===== src/rtl/regfile_write_sched_if.sv =====
// Writeback request bus for the register-file write scheduler.
// Carries two independent valid/ready requesters (A and B), each with a
// destination select and write data.
//   master : writeback source side (drives valid/addr/data, sees ready)
//   slave  : scheduler side (sees valid/addr/data, drives ready)
interface regfile_write_sched_if #(
    parameter int unsigned DATA_W = 32,
    parameter int unsigned ADDR_W = 4
);
    logic              a_valid;
    logic              a_ready;
    logic [ADDR_W-1:0] a_addr;
    logic [DATA_W-1:0] a_data;
    logic              b_valid;
    logic              b_ready;
    logic [ADDR_W-1:0] b_addr;
    logic [DATA_W-1:0] b_data;

    modport master (
        output a_valid, a_addr, a_data, b_valid, b_addr, b_data,
        input  a_ready, b_ready
    );

    modport slave (
        input  a_valid, a_addr, a_data, b_valid, b_addr, b_data,
        output a_ready, b_ready
    );
endinterface


===== src/rtl/regfile_write_sched.sv =====
// Write-port scheduler for the register file. After reset it zeroes every
// register in address order, then shares the single write port between two
// writeback requesters with round-robin arbitration.
//   clk        : clock, rising edge
//   reset      : asynchronous active-low reset
//   wb         : requester A/B valid/ready bus (ready is combinational)
//   rf_ld      : register-file load enable, registered
//   rf_addr    : register-file destination select, registered
//   rf_data    : register-file write data, registered
//   init_done  : high once the zero sweep has issued every address
//   last_grant : last accepted requester (0 = A, 1 = B)
module regfile_write_sched #(
    parameter int unsigned DATA_W = 32,
    parameter int unsigned ADDR_W = 4
) (
    input  logic                    clk,
    input  logic                    reset,
    regfile_write_sched_if.slave    wb,
    output logic                    rf_ld,
    output logic [ADDR_W-1:0]       rf_addr,
    output logic [DATA_W-1:0]       rf_data,
    output logic                    init_done,
    output logic                    last_grant
);

    localparam logic [ADDR_W-1:0] LAST_ADDR = '1;

    typedef enum logic {
        INIT = 1'b0,
        RUN  = 1'b1
    } state_t;

    state_t            state, state_nx;
    logic [ADDR_W-1:0] cnt, cnt_nx;
    logic              rf_ld_nx;
    logic [ADDR_W-1:0] rf_addr_nx;
    logic [DATA_W-1:0] rf_data_nx;
    logic              init_done_nx;
    logic              last_grant_nx;
    logic              grant_a;
    logic              grant_b;

    // State and output registers.
    always_ff @(posedge clk or negedge reset) begin
        if (!reset) begin
            state      <= INIT;
            cnt        <= '0;
            rf_ld      <= 1'b0;
            rf_addr    <= '0;
            rf_data    <= '0;
            init_done  <= 1'b0;
            last_grant <= 1'b1;
        end else begin
            state      <= state_nx;
            cnt        <= cnt_nx;
            rf_ld      <= rf_ld_nx;
            rf_addr    <= rf_addr_nx;
            rf_data    <= rf_data_nx;
            init_done  <= init_done_nx;
            last_grant <= last_grant_nx;
        end
    end

    // Round-robin grant and next-state logic; on a tie the requester that
    // did not win last time goes first.
    always_comb begin
        state_nx      = state;
        cnt_nx        = cnt;
        rf_ld_nx      = 1'b0;
        rf_addr_nx    = rf_addr;
        rf_data_nx    = rf_data;
        init_done_nx  = init_done;
        last_grant_nx = last_grant;
        grant_a       = wb.a_valid && (!wb.b_valid ||  last_grant);
        grant_b       = wb.b_valid && (!wb.a_valid || !last_grant);
        wb.a_ready    = 1'b0;
        wb.b_ready    = 1'b0;

        case (state)
            INIT: begin
                rf_ld_nx   = 1'b1;
                rf_addr_nx = cnt;
                rf_data_nx = '0;
                cnt_nx     = cnt + ADDR_W'(1);
                if (cnt == LAST_ADDR) begin
                    state_nx     = RUN;
                    init_done_nx = 1'b1;
                end
            end
            RUN: begin
                wb.a_ready = grant_a;
                wb.b_ready = grant_b;
                if (grant_a) begin
                    rf_ld_nx      = 1'b1;
                    rf_addr_nx    = wb.a_addr;
                    rf_data_nx    = wb.a_data;
                    last_grant_nx = 1'b0;
                end else if (grant_b) begin
                    rf_ld_nx      = 1'b1;
                    rf_addr_nx    = wb.b_addr;
                    rf_data_nx    = wb.b_data;
                    last_grant_nx = 1'b1;
                end
            end
            default: state_nx = INIT;
        endcase
    end

endmodule


===== src/flat_wrapper.sv =====
// flat-port wrapper written by rule: the top's interface ports become plain ports
module regfile_write_sched_flat 
#(
    parameter int unsigned DATA_W = 32,
    parameter int unsigned ADDR_W = 4
)
  (clk, reset, rf_ld, rf_addr, rf_data, init_done, last_grant, wb_a_valid, wb_a_addr, wb_a_data, wb_b_valid, wb_b_addr, wb_b_data, wb_a_ready, wb_b_ready);
  regfile_write_sched_if #(.DATA_W(DATA_W), .ADDR_W(ADDR_W)) wb_i ();
  input  logic clk;
  input  logic reset;
  output logic rf_ld;
  output logic [ADDR_W-1:0] rf_addr;
  output logic [DATA_W-1:0] rf_data;
  output logic init_done;
  output logic last_grant;
  input wire logic [$bits(wb_i.a_valid)-1:0] wb_a_valid;
  input wire logic [$bits(wb_i.a_addr)-1:0] wb_a_addr;
  input wire logic [$bits(wb_i.a_data)-1:0] wb_a_data;
  input wire logic [$bits(wb_i.b_valid)-1:0] wb_b_valid;
  input wire logic [$bits(wb_i.b_addr)-1:0] wb_b_addr;
  input wire logic [$bits(wb_i.b_data)-1:0] wb_b_data;
  output wire logic [$bits(wb_i.a_ready)-1:0] wb_a_ready;
  output wire logic [$bits(wb_i.b_ready)-1:0] wb_b_ready;
  assign wb_i.a_valid = wb_a_valid;
  assign wb_i.a_addr = wb_a_addr;
  assign wb_i.a_data = wb_a_data;
  assign wb_i.b_valid = wb_b_valid;
  assign wb_i.b_addr = wb_b_addr;
  assign wb_i.b_data = wb_b_data;
  assign wb_a_ready = wb_i.a_ready;
  assign wb_b_ready = wb_i.b_ready;
  regfile_write_sched #(.DATA_W(DATA_W), .ADDR_W(ADDR_W)) u_core (.clk(clk), .reset(reset), .wb(wb_i), .rf_ld(rf_ld), .rf_addr(rf_addr), .rf_data(rf_data), .init_done(init_done), .last_grant(last_grant));
endmodule

===== config.mk =====
export PLATFORM = sky130hd
export DESIGN_NAME = regfile_write_sched_flat
export DESIGN_NICKNAME = d
export VERILOG_FILES = /design/src/rtl/regfile_write_sched_if.sv /design/src/rtl/regfile_write_sched.sv /design/src/flat_wrapper.sv
export SDC_FILE = /design/constraint.sdc
export NUM_CORES = 1
export LEC_CHECK = 0
export BUFFER_PORTS_ARGS = -buffer_cell sky130_fd_sc_hd__clkbuf_2
export CELL_PAD_IN_SITES_DETAIL_PLACEMENT = 1
export CELL_PAD_IN_SITES_GLOBAL_PLACEMENT = 2
export CORE_MARGIN = 1.5
export CORE_UTILIZATION = 27
export DETAILED_ROUTE_END_ITERATION = 12
export PLACE_DENSITY = 0.83
export SLEW_MARGIN = 20
export SYNTH_ARGS = -nofsm -noshare
export SYNTH_HDL_FRONTEND = slang
export SYNTH_SLANG_ARGS = --single-unit

===== constraint.sdc =====
create_clock -name clk -period 3.78 [get_ports clk]
set_input_delay 0.189 -clock clk [delete_from_list [all_inputs] [get_ports clk]]
set_output_delay 0.189 -clock clk [all_outputs]
set_load 0.01 [all_outputs]

==> results.ini <==
[flow_run]
max_cap_violations=0

[synthesis]
synth-edff-count=0
synth-main-ff-cell=dfrtp_1
yosys-mux-area-fraction=0.00573
ys_warn_count=0
ys_seq_elements=44
synth_cells=153
synth_top_family_by_area=compound AO/OA/AOI/OAI gates
ys_types=27
synth.cell_area_um2=1970
synth_fa_ha_area_frac=0.00636
synth_xor_area_frac=0.0134
synth_compound_area_frac=0.212
postSynth.asyncResetShare=1.00
synth_fp_nets=230
yosys.area_share.simple=0.146
ys_seq_area_frac=0.560
syn_avg_cell_area_um2=12.9

[placement]
gp_congestion=0.727
dp.cells=355
place_hpwl_um=4160
port-buffer-count=116
place_area_um2=2590

[detailed_routing]
wl_per_cell_um=15.6
firstDrtPassIters=4
avgViaCountPerCell=4.77
wl_um=5690
via_count=1742
drcViolationCount=0
drt_iter0_drc=36
postRouteAntennaNets=0

[floorplanning]
dieHeight_um=88.4
num_rows=30
die_area_um2=7810
core_um2=6910
dieWidth_um=88.4
start_util=0.285
io_pins=117

[clocking]
clock_sinks=44
clockRootBuffer=clkbuf_8
cts_setup_buffers=0
cts_tree=yes
htree_levels=2
numCtsBuffers=5
cts_resized=0
cts.clk_slew.worst_paths_ns=0.08
insertion_delay_ns=0.29
cts_buffer_depth=2

[setup_path]
critPathMaxFanout=17
cp_num_cells=3
slowest_delay_ns=0.61
crit_path_end_kind=output pin
startpoint_type=register
worstRegToRegCells=4
r2r_setup_slack_ns=1.82
crit_required_ns=3.59
critPathBufInv=1
cp.arrival_ns=1.86
critPathTopFamily=simple AND/OR/NAND/NOR gates
critPathKind=register to output pin
crit_chain=nand2b_1 -> and3_1 -> clkbuf_2
critPathSlowestCell=and3_1

[sta]
tns_ns=0
period_minus_slack_ns=2.05
slew_headroom=0.498
rsz0062_at_grt=false
fin_crit_sh=0.542
worst_slew_pin_slew_ns=0.753
clock-skew-final_ns=0.00700
drv_slew=0
fmax_mhz=488
setup_violations=0
hold_viol=0

[grt]
gr-total-overflow=0
antenna_found_initial=0
grt_pass1_wl_um=9120
grt_usage=0.150
grt_pass1_vias=1828
grt_max_degree=45

[pwr]
power.density_nw_per_um2=403
leakage_nw=1.38
finalPower_mw=1.09
vdd_ir_drop_max_uv=166

[min_path]
hold_path.class=input pin to register
holdPathStages=2

[layout]
area_delta_synth_final_pct=37.7
utilization=0.392
drive_above_1_share=0.483
fin_area_um2=2710
fin_cells=365
fill_cells=818
nets=345
multi_input_area_um2=761
antenna_cells=0
seqCellArea_um2=1100

[status]
status=completed

timing repair:
item                                    in CTS  in global routing
endpoints found under the hold margin       43                  0
hold buffers                                 1                  0
endpoints found under the setup margin       0                  0
layout by cell type (no fill, tap or decap), types with 2 or more instances in the layout:
master and count:
xnor2_1 3, and2_1 35, and3_1 2, buf_4 2, nand3_1 2, inv_1 2, a22o_1 2, a221o_1 35
nand2_1 2, dfrtp_1 43, clkbuf_2 115, clkbuf_8 6, nor2_1 2
final cells by class:
cell class | count | share of cell area
Clock buffer | 7 | 0.0319
Tap cell | 96 | 0.0444
Sequential cell | 44 | 0.407
Timing Repair Buffer | 120 | 0.230
Inverter | 2 | 0.00277
Clock inverter | 1 | 0.00277
Multi-Input combinational cell | 95 | 0.281
power by group:
| group | switching (mW) | total, mW | internal, mW |
|---|---|---|---|
| clock | 0.161 | 0.309 | 0.149 |
| combinational | 0.117 | 0.235 | 0.118 |
| sequential | 0.0274 | 0.548 | 0.521 |
| total | 0.305 | 1.09 | 0.787 |
path summary, 6_finish.rpt:
check | end | start
worst min-delay path | u_core.rf_addr[2] | wb_b_addr[2]
worst max register to register | u_core.rf_data[14] | u_core.last_grant
worst max-delay path | wb_a_ready | u_core.last_grant
min in group asynchronous | u_core.rf_data[31] | reset
worst min register to register | u_core.cnt[0] | u_core.cnt[0]
max in group asynchronous | u_core.rf_addr[1] | reset
sequential cells by signal (all words and copies together), names as in the netlist:
name               flops
u_core.rf_addr         4
u_core.last_grant      1
u_core.cnt             4
u_core.rf_ld           1
u_core.init_done       1
u_core.state           1
u_core.rf_data        32
cells in the mapped netlist, types with 2 or more instances:
cell type / number / share of area
nor2_1: 2 / 0.0038
and3_1: 2 / 0.0064
clkbuf_1: 3 / 0.0057
buf_6: 7 / 0.040
a22o_1: 2 / 0.0089
and2_1: 35 / 0.11
xnor2_1: 3 / 0.013
a221o_1: 35 / 0.18
nand2_1: 2 / 0.0038
nand3_1: 2 / 0.0051
dfrtp_1: 43 / 0.55
inv_1: 2 / 0.0038
stage by stage:
| stage | worst slack, ns | hold WS (ns) |
|---|---|---|
| 3_3_place_gp | 1.83 | 0.404 |
| 3_5_place_dp | 1.78 | 0.268 |
| 2_1_floorplan | 2.27 | -0.107 |
| 5_1_grt | 1.60 | 0.101 |
| 6_report | 1.73 | 0.110 |
| 4_1_cts | 1.68 | 0.103 |
routing by layer:
layer,GRT usage,part of all wire,up-vias
met5,0,0,-
met4,0.0213,0.0051,0
met3,0.0429,0.085,5
met2,0.244,0.46,83
met1,0.206,0.45,845
li1,-,-,809
kinds of logic (layout without fill, tap and decap cells):
family,Yosys count,in the layout
and+or+nand+nor,47,47
buffers and inverters,14,130
DFF,44,44
xor gates and xnor gates,3,3
muxes,1,1
AOI/OAI and AO/OA,43,43
adders and majority gates,1,1
No activity file was read; power rests on OpenSTA's default activity.
